--- src/rtl/exec_ctrl_pkg.sv ---
// Shared definitions for the run/halt/step sequencer: state encodings and
// default counter widths.
package exec_ctrl_pkg;

    localparam int DEF_CNT_W   = 32;
    localparam int DEF_BURST_W = 16;

    typedef enum logic [1:0] {
        ST_HALTED  = 2'd0,
        ST_RUNNING = 2'd1,
        ST_STEP    = 2'd2,
        ST_BURST   = 2'd3
    } state_t;

endpackage

--- src/rtl/exec_ctrl_if.sv ---
// Debug-side bundle of the execution controller: request pulses, breakpoint
// setup, core PC feedback and the enable/status outputs.
interface exec_ctrl_if
    import exec_ctrl_pkg::*;
#(
    parameter int CNT_W   = DEF_CNT_W,
    parameter int BURST_W = DEF_BURST_W
) ();

    logic               run_req;
    logic               halt_req;
    logic               step_req;
    logic               burst_req;
    logic [BURST_W-1:0] burst_len;
    logic               bp_en;
    logic [31:0]        bp_addr;
    logic [31:0]        pc;
    logic               cnt_clr;
    logic               cpu_en;
    state_t             state;
    logic               bp_hit;
    logic [CNT_W-1:0]   cycle_cnt;

    // Debug/bench side: issues requests and observes the core enable.
    modport master (
        output run_req, halt_req, step_req, burst_req, burst_len,
        output bp_en, bp_addr, pc, cnt_clr,
        input  cpu_en, state, bp_hit, cycle_cnt
    );

    // Controller side.
    modport slave (
        input  run_req, halt_req, step_req, burst_req, burst_len,
        input  bp_en, bp_addr, pc, cnt_clr,
        output cpu_en, state, bp_hit, cycle_cnt
    );

endinterface

--- src/rtl/exec_ctrl.sv ---
// Run/halt/step/burst sequencer driving the core clock-enable, with a PC
// breakpoint and a retired-instruction counter.
module exec_ctrl
    import exec_ctrl_pkg::*;
#(
    parameter int CNT_W   = DEF_CNT_W,
    parameter int BURST_W = DEF_BURST_W
) (
    input  logic        clk,
    input  logic        rst,
    exec_ctrl_if.slave  bus
);

    state_t             state_q, state_d;
    logic [BURST_W-1:0] rem_q, rem_d;
    logic               skip_q, skip_d;
    logic               bp_hit_q, bp_hit_d;
    logic [CNT_W-1:0]   cnt_q;
    logic               bp_block;
    logic               cpu_en;

    // skip lets a resume at the breakpoint PC execute that instruction once.
    assign bp_block = bus.bp_en && (bus.pc == bus.bp_addr) && !skip_q;
    assign cpu_en   = (state_q != ST_HALTED) && !bp_block;

    // NOTE: every output of this block gets a default first, so no path can
    // leave a signal unassigned and infer a latch.
    always_comb begin
        state_d  = state_q;
        rem_d    = rem_q;
        skip_d   = skip_q;
        bp_hit_d = bp_hit_q;

        if (state_q == ST_HALTED) begin
            // Priority halt > step > burst > run; a lone halt keeps us here.
            if (bus.halt_req) begin
                state_d = ST_HALTED;
            end else if (bus.step_req) begin
                state_d  = ST_STEP;
                skip_d   = 1'b1;
                bp_hit_d = 1'b0;
            end else if (bus.burst_req && (bus.burst_len != '0)) begin
                state_d  = ST_BURST;
                rem_d    = bus.burst_len;
                skip_d   = 1'b1;
                bp_hit_d = 1'b0;
            end else if (bus.run_req) begin
                state_d  = ST_RUNNING;
                skip_d   = 1'b1;
                bp_hit_d = 1'b0;
            end
        end else begin
            if (cpu_en) begin
                skip_d = 1'b0;
                if (state_q == ST_BURST) rem_d = rem_q - BURST_W'(1);
            end

            if (bus.halt_req || bp_block) begin
                state_d = ST_HALTED;
                rem_d   = '0;
                if (bp_block) bp_hit_d = 1'b1;
            end else if (state_q == ST_STEP) begin
                state_d = ST_HALTED;
            end else if ((state_q == ST_BURST) && (rem_q == BURST_W'(1))) begin
                state_d = ST_HALTED;
            end
        end
    end

    // NOTE: sequential state uses non-blocking assignments so every register
    // samples the pre-edge values regardless of evaluation order.
    always_ff @(posedge clk or posedge rst) begin
        if (rst) begin
            state_q  <= ST_HALTED;
            rem_q    <= '0;
            skip_q   <= 1'b0;
            bp_hit_q <= 1'b0;
        end else begin
            state_q  <= state_d;
            rem_q    <= rem_d;
            skip_q   <= skip_d;
            bp_hit_q <= bp_hit_d;
        end
    end

    always_ff @(posedge clk or posedge rst) begin
        if (rst)              cnt_q <= '0;
        else if (bus.cnt_clr) cnt_q <= '0;
        else if (cpu_en)      cnt_q <= cnt_q + CNT_W'(1);
    end

    assign bus.cpu_en    = cpu_en;
    assign bus.state     = state_q;
    assign bus.bp_hit    = bp_hit_q;
    assign bus.cycle_cnt = cnt_q;

endmodule

--- src/flat_wrapper.sv ---
// flat-port wrapper written by rule: the top's interface ports become plain ports
module exec_ctrl_flat import exec_ctrl_pkg::*;
#(
    parameter int CNT_W   = DEF_CNT_W,
    parameter int BURST_W = DEF_BURST_W
)
  (clk, rst, bus_run_req, bus_halt_req, bus_step_req, bus_burst_req, bus_burst_len, bus_bp_en, bus_bp_addr, bus_pc, bus_cnt_clr, bus_cpu_en, bus_state, bus_bp_hit, bus_cycle_cnt);
  exec_ctrl_if #(.CNT_W(CNT_W), .BURST_W(BURST_W)) bus_i ();
  input  logic clk;
  input  logic rst;
  input wire logic [$bits(bus_i.run_req)-1:0] bus_run_req;
  input wire logic [$bits(bus_i.halt_req)-1:0] bus_halt_req;
  input wire logic [$bits(bus_i.step_req)-1:0] bus_step_req;
  input wire logic [$bits(bus_i.burst_req)-1:0] bus_burst_req;
  input wire logic [$bits(bus_i.burst_len)-1:0] bus_burst_len;
  input wire logic [$bits(bus_i.bp_en)-1:0] bus_bp_en;
  input wire logic [$bits(bus_i.bp_addr)-1:0] bus_bp_addr;
  input wire logic [$bits(bus_i.pc)-1:0] bus_pc;
  input wire logic [$bits(bus_i.cnt_clr)-1:0] bus_cnt_clr;
  output wire logic [$bits(bus_i.cpu_en)-1:0] bus_cpu_en;
  output wire logic [$bits(bus_i.state)-1:0] bus_state;
  output wire logic [$bits(bus_i.bp_hit)-1:0] bus_bp_hit;
  output wire logic [$bits(bus_i.cycle_cnt)-1:0] bus_cycle_cnt;
  assign bus_i.run_req = bus_run_req;
  assign bus_i.halt_req = bus_halt_req;
  assign bus_i.step_req = bus_step_req;
  assign bus_i.burst_req = bus_burst_req;
  assign bus_i.burst_len = bus_burst_len;
  assign bus_i.bp_en = bus_bp_en;
  assign bus_i.bp_addr = bus_bp_addr;
  assign bus_i.pc = bus_pc;
  assign bus_i.cnt_clr = bus_cnt_clr;
  assign bus_cpu_en = bus_i.cpu_en;
  assign bus_state = bus_i.state;
  assign bus_bp_hit = bus_i.bp_hit;
  assign bus_cycle_cnt = bus_i.cycle_cnt;
  exec_ctrl #(.CNT_W(CNT_W), .BURST_W(BURST_W)) u_core (.clk(clk), .rst(rst), .bus(bus_i));
endmodule
--- config.mk ---
export PLATFORM = sky130hd
export DESIGN_NAME = exec_ctrl_flat
export DESIGN_NICKNAME = d
export VERILOG_FILES = /design/src/rtl/exec_ctrl_pkg.sv /design/src/rtl/exec_ctrl_if.sv /design/src/rtl/exec_ctrl.sv /design/src/flat_wrapper.sv
export SDC_FILE = /design/constraint.sdc
export NUM_CORES = 1
export LEC_CHECK = 0
export ABC_CLOCK_PERIOD_IN_PS = 3200
export BUFFER_PORTS_ARGS = -buffer_cell sky130_fd_sc_hd__buf_2
export CORE_ASPECT_RATIO = 0.5
export CORE_MARGIN = 3
export CORE_UTILIZATION = 54
export CTS_CLUSTER_DIAMETER = 100
export DETAILED_ROUTE_END_ITERATION = 8
export GPL_ROUTABILITY_DRIVEN = 0
export GPL_TIMING_DRIVEN = 0
export PLACE_DENSITY_LB_ADDON = 0.12
export SLEW_MARGIN = 20
export SYNTH_ARGS = -nofsm -noshare
export SYNTH_HDL_FRONTEND = slang
export SYNTH_SLANG_ARGS = --single-unit
--- constraint.sdc ---
create_clock -name clk -period 3.2 [get_ports clk]
set_clock_uncertainty 0.15 [all_clocks]
set_input_delay 0.32 -clock clk [delete_from_list [all_inputs] [get_ports clk]]
set_output_delay 0.32 -clock clk [all_outputs]
set_load 0.02 [all_outputs]
==> results of run 1 <==
per-stage QoR:
stage                     hold slack, ns  worst slack (ns)  utilization  instances  instance area [um^2]
after floorplan                    0.307             0.989            -        393                  3440
after global placement             0.330             0.591        0.716        598                  4150
after detailed placement           0.217             0.580        0.719        599                  4170
after CTS                          0.171             0.632        0.746        608                  4330
after global routing               0.178             0.423        0.746        608                  4330
final                              0.180             0.624        0.746        608                  4330
per-layer routing:
metal  track usage  up-vias  share of wire
li1              -     1672              -
met1         0.349     1617           0.42
met4        0.0794        0          0.017
met2         0.409      181           0.47
met5             0        -              0
met3        0.0588       19          0.089
layout by cell type, fill, tap and decap left out, types with 5 or more instances in the layout:
master	count
buf_2	128
nand3_1	18
nor3_1	15
o21ai_0	15
o211ai_1	5
xnor2_1	50
xor2_1	11
clkbuf_16	5
a31oi_1	11
and3_1	7
nand2_1	34
a21oi_1	8
nand4_1	13
nor2_1	49
clkbuf_1	9
inv_1	10
dfrtp_1	52
nor4_1	13
tightest hold or removal path, cell delays in order:
cell	delay, ns
buf_2	0.11
nand2_1	0.07
a31oi_1	0.08
kinds of logic after synthesis:
group | Yosys count | share of synthesized area
AND/OR/NAND/NOR | 177 | 0.273
flip-flops | 52 | 0.378
XOR/XNOR | 61 | 0.155
buffers and inverters | 32 | 0.0440
adder cells (fa/ha/maj) | 3 | 0.0109
multiplexers | 3 | 0.0102
AO/OA/AOI/OAI | 65 | 0.129
cell type report:
type	count	area, um^2	share of cell area
clock buffer	5	125	0.0289
clock inverter	3	21.3	0.00491
buffer	20	106	0.0246
timing repair buffer	123	636	0.147
tap	84	105	0.0243
multi-input combinational	309	1990	0.460
inverter	12	45.0	0.0104
sequential	52	1300	0.301
how the worst max path moves through the flow:
stage / end / slack (ns) / start
after floorplan: u_core.bus.cycle_cnt[27]$_DFFE_PP0P_ / 0.99 / u_core.bus.cycle_cnt[2]$_DFFE_PP0P_
final: u_core.bus.cycle_cnt[22]$_DFFE_PP0P_ / 0.62 / u_core.bus.state[1]$_DFFE_PP0P_
after global routing: u_core.bus.cycle_cnt[22]$_DFFE_PP0P_ / 0.42 / u_core.bus.state[1]$_DFFE_PP0P_
after global placement: u_core.rem_q[1]$_DFFE_PP0P_ / 0.59 / bus_bp_addr[22]
after detailed placement: u_core.rem_q[1]$_DFFE_PP0P_ / 0.58 / bus_bp_addr[22]
after CTS: u_core.bus.cycle_cnt[22]$_DFFE_PP0P_ / 0.63 / u_core.bus.state[1]$_DFFE_PP0P_
state kept, by name (all words and copies together), names as in the netlist:
register,count
u_core.bus.cycle_cnt,32
u_core.rem_q,16
u_core.bus.state,2
u_core.bus.bp_hit,1
u_core.skip_q,1
power by group:
part           switching [mW]  total (mW)  internal (mW)
Clock                   0.251       0.543          0.292
Sequential             0.0873       0.825          0.738
Combinational           0.349       0.595          0.246
Total                   0.688        1.96           1.28
==> results.yml, run 1 <==
worst_setup_path:
  path_delay_family: "compound AO/OA/AOI/OAI gates"
  crit_fanout: 10
  max_stage_delay_ns: 0.80
  critPathCaptureType: "flip-flop"
  critPathKind: "flip-flop to flip-flop"
  cp_cell_sequence: "buf_2, nor2_1, a311oi_1, buf_2, nand3_1, xor2_1, nor2_1"
  r2r_cells: 7
  crit_slowest_cell: "a311oi_1"
  crit_arrival_ns: 2.59
  startpoint_type: "flip-flop"
  r2r_slack_ns: 0.62
  critPathBufInv: 2
  timing.rr.start: "u_core.bus.state[1]$_DFFE_PP0P_"
  critPathRequiredTime_ns: 3.21
  cp_num_cells: 7
  r2r_end: "u_core.bus.cycle_cnt[22]$_DFFE_PP0P_"
detailed_routing:
  drc: 0
  post_drt_via_cell_ratio: 5.74
  wl_um: 9420
  wire_per_inst_um: 15.5
  drt-initial-drc-count: 436
  drtAntennaViolNets: 0
  dr.pass1.iters: 5
  dr_total_vias: 3489
timing:
  worst_pin_slew_ns: 0.910
  post-route-min-period_ns: 2.58
  finalSetupTns_ns: 0
  relSlewSlack: 0.390
  final_max_slew_viol_count: 0
  hold_viol_final: 0
  finalCritPeriodShare: 0.805
  rsz0062_at_grt: "no"
  fmax_mhz: 388
  setup_viol: 0
floorplan:
  dieArea_um2: 7430
  die_w_um: 119
  ios: 124
  initial_core_util: 0.593
  fp.dieH_um: 62.5
  row_count: 19
  core_area_um2: 5800
synthesis:
  netlist_instances: 393
  yosysTopAreaCell: "dfrtp_1"
  synth_top_cells_by_count: "dfrtp_1 (52), xnor2_1 (50), nor2_1 (49), nand2_1 (34), nand3_1 (18)"
  synth-edff-count: 0
  postSynth.asyncResetShare: 1.00
  ys.flop_type: "dfrtp_1"
  synth_area_leaders: "dfrtp_1 (38%), xnor2_1 (13%), nor2_1 (5.3%)"
  syn_nets: 484
  synth.cell_area_um2: 3440
  synth_top_area_frac: 0.378
  synth_cell_types: 56
  syn_area_per_cell_um2: 8.76
  yosys.cell_count.top_type: "dfrtp_1"
  ys_ff_latch: 52
  ys_warn_count: 0
  synth-seq-area-share: 0.378
clock_network:
  cts_resized: 0
  cts_made_buffers: 5
  cts-root-buf: "clkbuf_16"
  clk_pin_slew_ns: 0.07
  clk_latency_ns: 0.29
  cts_hold_buffers: 1
  cts.htree.levels: 2
  cts_tree: "yes"
  post_cts_buffers: 0
  clock_tree.buffer_depth: 2
  clkSinkCount: 52
finish:
  layout-drive-gt1-share: 0.296
  n_fill_cell: 463
  syn_to_final_growth_pct: 25.8
  num-nets-final: 614
  antenna_cells: 0
power:
  p_leak_nw: 1.97
  power_mw: 1.96
  p_per_area_nw_per_um2: 453
  ir_drop_mv: 0.305
global_routing:
  grt_pass1_vias: 3276
  antenna_found_initial: 0
  grt_max_degree: 33
  grt_pass1_wl_um: 15600
  track_usage: 0.256
  overflow: 0
run_status:
  outcome: "complete, no violations"
hold_path:
  holdPathEnd: "u_core.rem_q[12]$_DFFE_PP0P_"
  hp-start: "bus_burst_len[12]"
  hold_path_class: "input port to flip-flop"
  min_path_cells: 3
placement:
  numPortBuffers: 121
  hpwlAfterDp_um: 7270
flow_run:
  drv_cap: 0
Power figures use the tool's default switching activity.
==> run 2: changes to the inputs <==
ABC_AREA = 1   (was default)
ABC_CLOCK_PERIOD_IN_PS = 2200   (was 3200)
CORE_UTILIZATION = 48   (was 54)
clock period = 2.2 ns   (was 3.2 ns; I/O delays follow)
==> results.yml, run 2 <==
run_status:
  outcome: "complete, no violations"
worst_setup_path:
  critPathKind: "flip-flop to output port"
  critPathRequiredTime_ns: 1.83
  r2r_cells: 11
  r2r_slack_ns: 0.14
  r2r_end: "u_core.bus.cycle_cnt[24]$_DFFE_PP0P_"
  crit_fanout: 10
  startpoint_type: "flip-flop"
  crit_arrival_ns: 1.73
  critPathLaunch: "u_core.bus.state[0]$_DFFE_PP0P_"
  timing.rr.start: "u_core.bus.cycle_cnt[1]$_DFFE_PP0P_"
  critPathCaptureType: "output port"
global_routing:
  grt_max_degree: 53
  track_usage: 0.244
  antenna_found_initial: 0
  grt_pass1_wl_um: 20200
  grt_pass1_vias: 4304
  overflow: 0
clock_network:
  cts_tree: "yes"
  clk_pin_slew_ns: 0.07
  cts_made_buffers: 5
  clock_tree.buffer_depth: 2
  clk_latency_ns: 0.29
  cts.htree.levels: 2
  cts-root-buf: "clkbuf_16"
  clkSinkCount: 52
timing:
  finalCritPeriodShare: 0.955
  rsz0062_at_grt: "yes"
  fin_hold_ws_ns: 0.0539
  relSlewSlack: 0.564
  worst_pin_slew_ns: 0.654
  setup_viol: 0
  final_max_slew_viol_count: 0
  setup_slack_ns: 0.0988
  fmax_mhz: 476
  finalSetupTns_ns: 0
  hold_viol_final: 0
  post-route-min-period_ns: 2.10
detailed_routing:
  dr_total_vias: 4569
  drc: 0
  drtAntennaViolNets: 0
  wire_per_inst_um: 13.7
  drt-initial-drc-count: 309
  wl_um: 12200
  dr.pass1.iters: 5
  post_drt_via_cell_ratio: 5.13
finish:
  syn_to_final_growth_pct: 22.9
  layout-drive-gt1-share: 0.239
  antenna_cells: 0
  num-nets-final: 869
  final_cell_mix: "nand2_1 (214), buf_2 (125), inv_1 (77)"
  utilization: 0.629
  largest_reg_flops: 32
  layout_commonest_cell: "nand2_1"
placement:
  numPortBuffers: 122
  dp_slack_ns: 0.0996
  hpwlAfterDp_um: 9310
hold_path:
  hp-start: "bus_step_req"
  hold_path_class: "input port to flip-flop"
  min_path_cells: 3
  holdPathEnd: "u_core.bus.state[1]$_DFFE_PP0P_"
power:
  p_per_area_nw_per_um2: 827
  ir_drop_mv: 0.411
  p_leak_nw: 2.63
synthesis:
  synth.cell_area_um2: 4230
  ys_ff_latch: 52
  synth_area_leaders: "dfrtp_1 (31%), nand2_1 (19%), inv_1 (6.9%)"
  synth-edff-count: 0
  synth_top_area_frac: 0.308
  ys.flop_type: "dfrtp_1"
  syn_area_per_cell_um2: 6.55
  ys_warn_count: 0
  netlist_instances: 645
  synth-seq-area-share: 0.308
  synth_cell_types: 35
  syn_nets: 736
  yosys.cell_count.top_type: "nand2_1"
  yosysTopAreaCell: "dfrtp_1"
  postSynth.asyncResetShare: 1.00
  synth_top_cells_by_count: "nand2_1 (214), inv_1 (78), nor2_1 (77), dfrtp_1 (52), nand4_1 (41)"
floorplan:
  ios: 124
  row_count: 23
  initial_core_util: 0.512
  core_area_um2: 8260
  dieArea_um2: 10000
  fp.dieH_um: 72.3
  die_w_um: 139
flow_run:
  drv_cap: 0
## run 2: repair_timing
item	4_1_cts	5_1_grt
setup buffers	2	1
hold endpoints to repair	52	0
hold buffers	1	0
endpoints found under the setup margin	1	3
gates resized for setup	1	10
pin swaps	2	3
## run 2: logic make-up after synthesis
kind of cell / Yosys count / share of synthesized area
AND/OR/NAND/NOR: 398 / 0.415
adder cells (fa/ha/maj): 3 / 0.00888
AO/OA/AOI/OAI: 48 / 0.0776
XOR/XNOR: 43 / 0.0891
flip-flops: 52 / 0.308
buffers and inverters: 101 / 0.101
## run 2: report_power, final
part	internal, mW	switching [mW]	total, mW
Combinational	0.761	1.36	2.12
Sequential	1.14	0.193	1.33
Clock	0.479	0.360	0.839
Total	2.38	1.91	4.30
## run 2: layout make-up
cell class,count,area (um^2)
buffer,17,113
clock buffer,7,153
fill,797,3070
inverter,84,323
multi-input combinational,492,2520
sequential,52,1300
tap,112,140
timing repair buffer,126,643
## run 2: stage by stage
step                      total power [mW]  instances  instance area, um^2
after floorplan                       2.84        645                 4230
after global placement                3.36        879                 4980
after detailed placement              3.39        879                 4980
after CTS                             4.27        889                 5160
after global routing                  4.64        890                 5190
final                                 4.30        890                 5190
## run 2: worst max path at each step
stage,slack (ns),depth (start not counted),to
after floorplan,0.23,11,u_core.bus.cycle_cnt[24]$_DFFE_PP0P_
final,0.1,6,bus_cpu_en
after CTS,0.02,10,bus_cpu_en
after global placement,-0.20,2,u_core.bus.cycle_cnt[19]$_DFFE_PP0P_
after global routing,-0.01,10,bus_cpu_en
after detailed placement,0.1,11,bus_cpu_en
## run 2: critical path, cell delays in order (launching register included)
cell,delay (ns)
dfrtp_1,0.43
nor2_2,0.37
inv_2,0.16
nand2_8,0.10
inv_4,0.06
buf_6,0.14
buf_2,0.16
## run 2: layer usage
layer,vias to the layer above,GRT usage,part of all wire,wire [um]
met5,-,0,0,0
met4,0,0.0542,0.013,154
met3,15,0.0533,0.073,886
li1,2318,-,-,-
met2,173,0.425,0.47,5680
met1,2063,0.317,0.45,5490
==> run 3: changes to the inputs <==
ABC_AREA = default   (was 1)
CORE_UTILIZATION = 45   (was 48)
==> results.yml, run 3 (synthesis gave the netlist of run 1 again) <==
worst_setup_path:
  critPathKind: "flip-flop to flip-flop"
  critPathCaptureType: "flip-flop"
  crit_slowest_cell: "or4b_1"
  critPathBufInv: 1
  path_delay_family: "simple AND/OR/NAND/NOR gates"
  max_stage_delay_ns: 0.45
  critPathRequiredTime_ns: 2.23
  crit_arrival_ns: 2.15
  r2r_cells: 7
  crit_fanout: 9
  cp_cell_sequence: "nand3b_1, nor4_4, and3_4, or4b_1, buf_4, and2_4, mux2_4"
  cp_num_cells: 7
  startpoint_type: "flip-flop"
power:
  pwr-share-seq: 0.401
  clockPowerShare: 0.291
  p_sw_mw: 1.07
  internal-power_mw: 2.04
  swShare: 0.345
  ir_drop_mv: 0.391
  p_per_area_nw_per_um2: 670
  comb_power_share: 0.308
  p_leak_nw: 2.12
floorplan:
  fp.dieH_um: 67.8
  row_count: 21
  initial_core_util: 0.489
  die_w_um: 130
  ios: 124
  dieArea_um2: 8800
  core_area_um2: 7040
finish:
  layout-drive-gt1-share: 0.360
  final_cell_area_um2: 4640
  final_cell_mix: "buf_2 (124), xnor2_1 (50), dfrtp_1 (49)"
  syn_to_final_growth_pct: 34.7
  layout_commonest_cell: "buf_2"
  largest_reg_flops: 32
  num-nets-final: 632
  n_fill_cell: 625
  final_cells: 634
  antenna_cells: 0
global_routing:
  track_usage: 0.221
  antenna_found_initial: 0
  grt_pass1_wl_um: 15600
  grt_max_degree: 53
  overflow: 0
  grt_pass1_vias: 3273
timing:
  fmax_mhz: 473
  finalCritPeriodShare: 0.962
  post-route-min-period_ns: 2.12
  setup_viol: 0
  finalSetupTns_ns: 0
  worst_pin_slew_ns: 0.653
  relSlewSlack: 0.565
  fin_hold_ws_ns: 0.0617
  hold_viol_final: 0
  final_max_slew_viol_count: 0
  setup_slack_ns: 0.0847
placement:
  dp_slack_ns: -0.365
  placed_cells: 606
  numPortBuffers: 121
  dpl-instance-area_um2: 4170
  hpwlAfterDp_um: 7060
clock_network:
  clk_pin_slew_ns: 0.07
  clock_tree.buffer_depth: 2
  clkSinkCount: 52
  cts_tree: "yes"
  cts_made_buffers: 5
  cts-root-buf: "clkbuf_16"
  cts.htree.levels: 2
  clk_latency_ns: 0.29
run_status:
  outcome: "complete, no violations"
detailed_routing:
  drc: 0
  wire_per_inst_um: 15.6
  drtAntennaViolNets: 0
  wl_um: 9870
  dr_total_vias: 3527
  drt-initial-drc-count: 319
  post_drt_via_cell_ratio: 5.56
  dr.pass1.iters: 8
hold_path:
  hold_path_class: "input port to flip-flop"
  min_path_cells: 3
flow_run:
  drv_cap: 0
[run 3: final cells by class]
class	instances	area (um^2)	area share
Multi-Input combinational cell	310	2140	0.461
Sequential cell	52	1310	0.281
Clock buffer	6	129	0.0278
Buffer	17	90.1	0.0194
Timing Repair Buffer	143	773	0.167
Inverter	12	50.0	0.0108
Tap cell	92	115	0.0248
Clock inverter	2	38.8	0.00836
[run 3: power groups by stage]
stage               Combinational, mW  Clock [mW]  Sequential [mW]
finish                          0.958       0.904             1.25
detailed placement              0.853           0             1.21
floorplan                       0.583           0             1.19
global route                     1.06       0.962             1.26
CTS                             0.904       0.923             1.21
global placement                0.843           0             1.21
[run 3: worst paths after layout]
kind | startpoint | end | slack [ns]
worst max register to register | u_core.skip_q$_DFFE_PP0P_ | u_core.rem_q[1]$_DFFE_PP0P_ | 0.08
worst min-delay path | bus_burst_len[11] | u_core.rem_q[11]$_DFFE_PP0P_ | 0.06
min in group asynchronous | rst | u_core.bus.cycle_cnt[4]$_DFFE_PP0P_ | 0.42
worst min register to register | u_core.rem_q[14]$_DFFE_PP0P_ | u_core.rem_q[14]$_DFFE_PP0P_ | 0.35
max in group asynchronous | rst | u_core.bus.cycle_cnt[13]$_DFFE_PP0P_ | 1.01
worst max-delay path | u_core.skip_q$_DFFE_PP0P_ | u_core.rem_q[1]$_DFFE_PP0P_ | 0.08
[run 3: metrics by stage]
step	utilization	power (mW)
final	0.658	3.11
after global routing	0.658	3.29
after global placement	0.591	2.05
after floorplan	-	1.78
after CTS	0.634	3.04
after detailed placement	0.592	2.06
[run 3: worst reg2reg max path, cell delays in order (launching register included)]
cell and delay, ns:
dfrtp_1 0.35, nand3b_1 0.15, nor4_4 0.06, and3_4 0.16, or4b_1 0.45, buf_4 0.19
and2_4 0.20, mux2_4 0.29
[run 3: metal layers]
metal / global-route usage / vias to the layer above / share of wire
met5: 0 / - / 0
met4: 0.0415 / 0 / 0.0056
met3: 0.0522 / 6 / 0.071
met2: 0.384 / 139 / 0.48
met1: 0.287 / 1677 / 0.44
li1: - / 1705 / -
[run 3: timing repair]
item / 4_1_cts / 5_1_grt
pin swaps: 1 / 6
cloned: 0 / 2
hold endpoints to repair: 52 / 0
buffers inserted: 6 / 14
hold buffers: 1 / 0
endpoints found under the setup margin: 44 / 45
resized for setup: 14 / 26
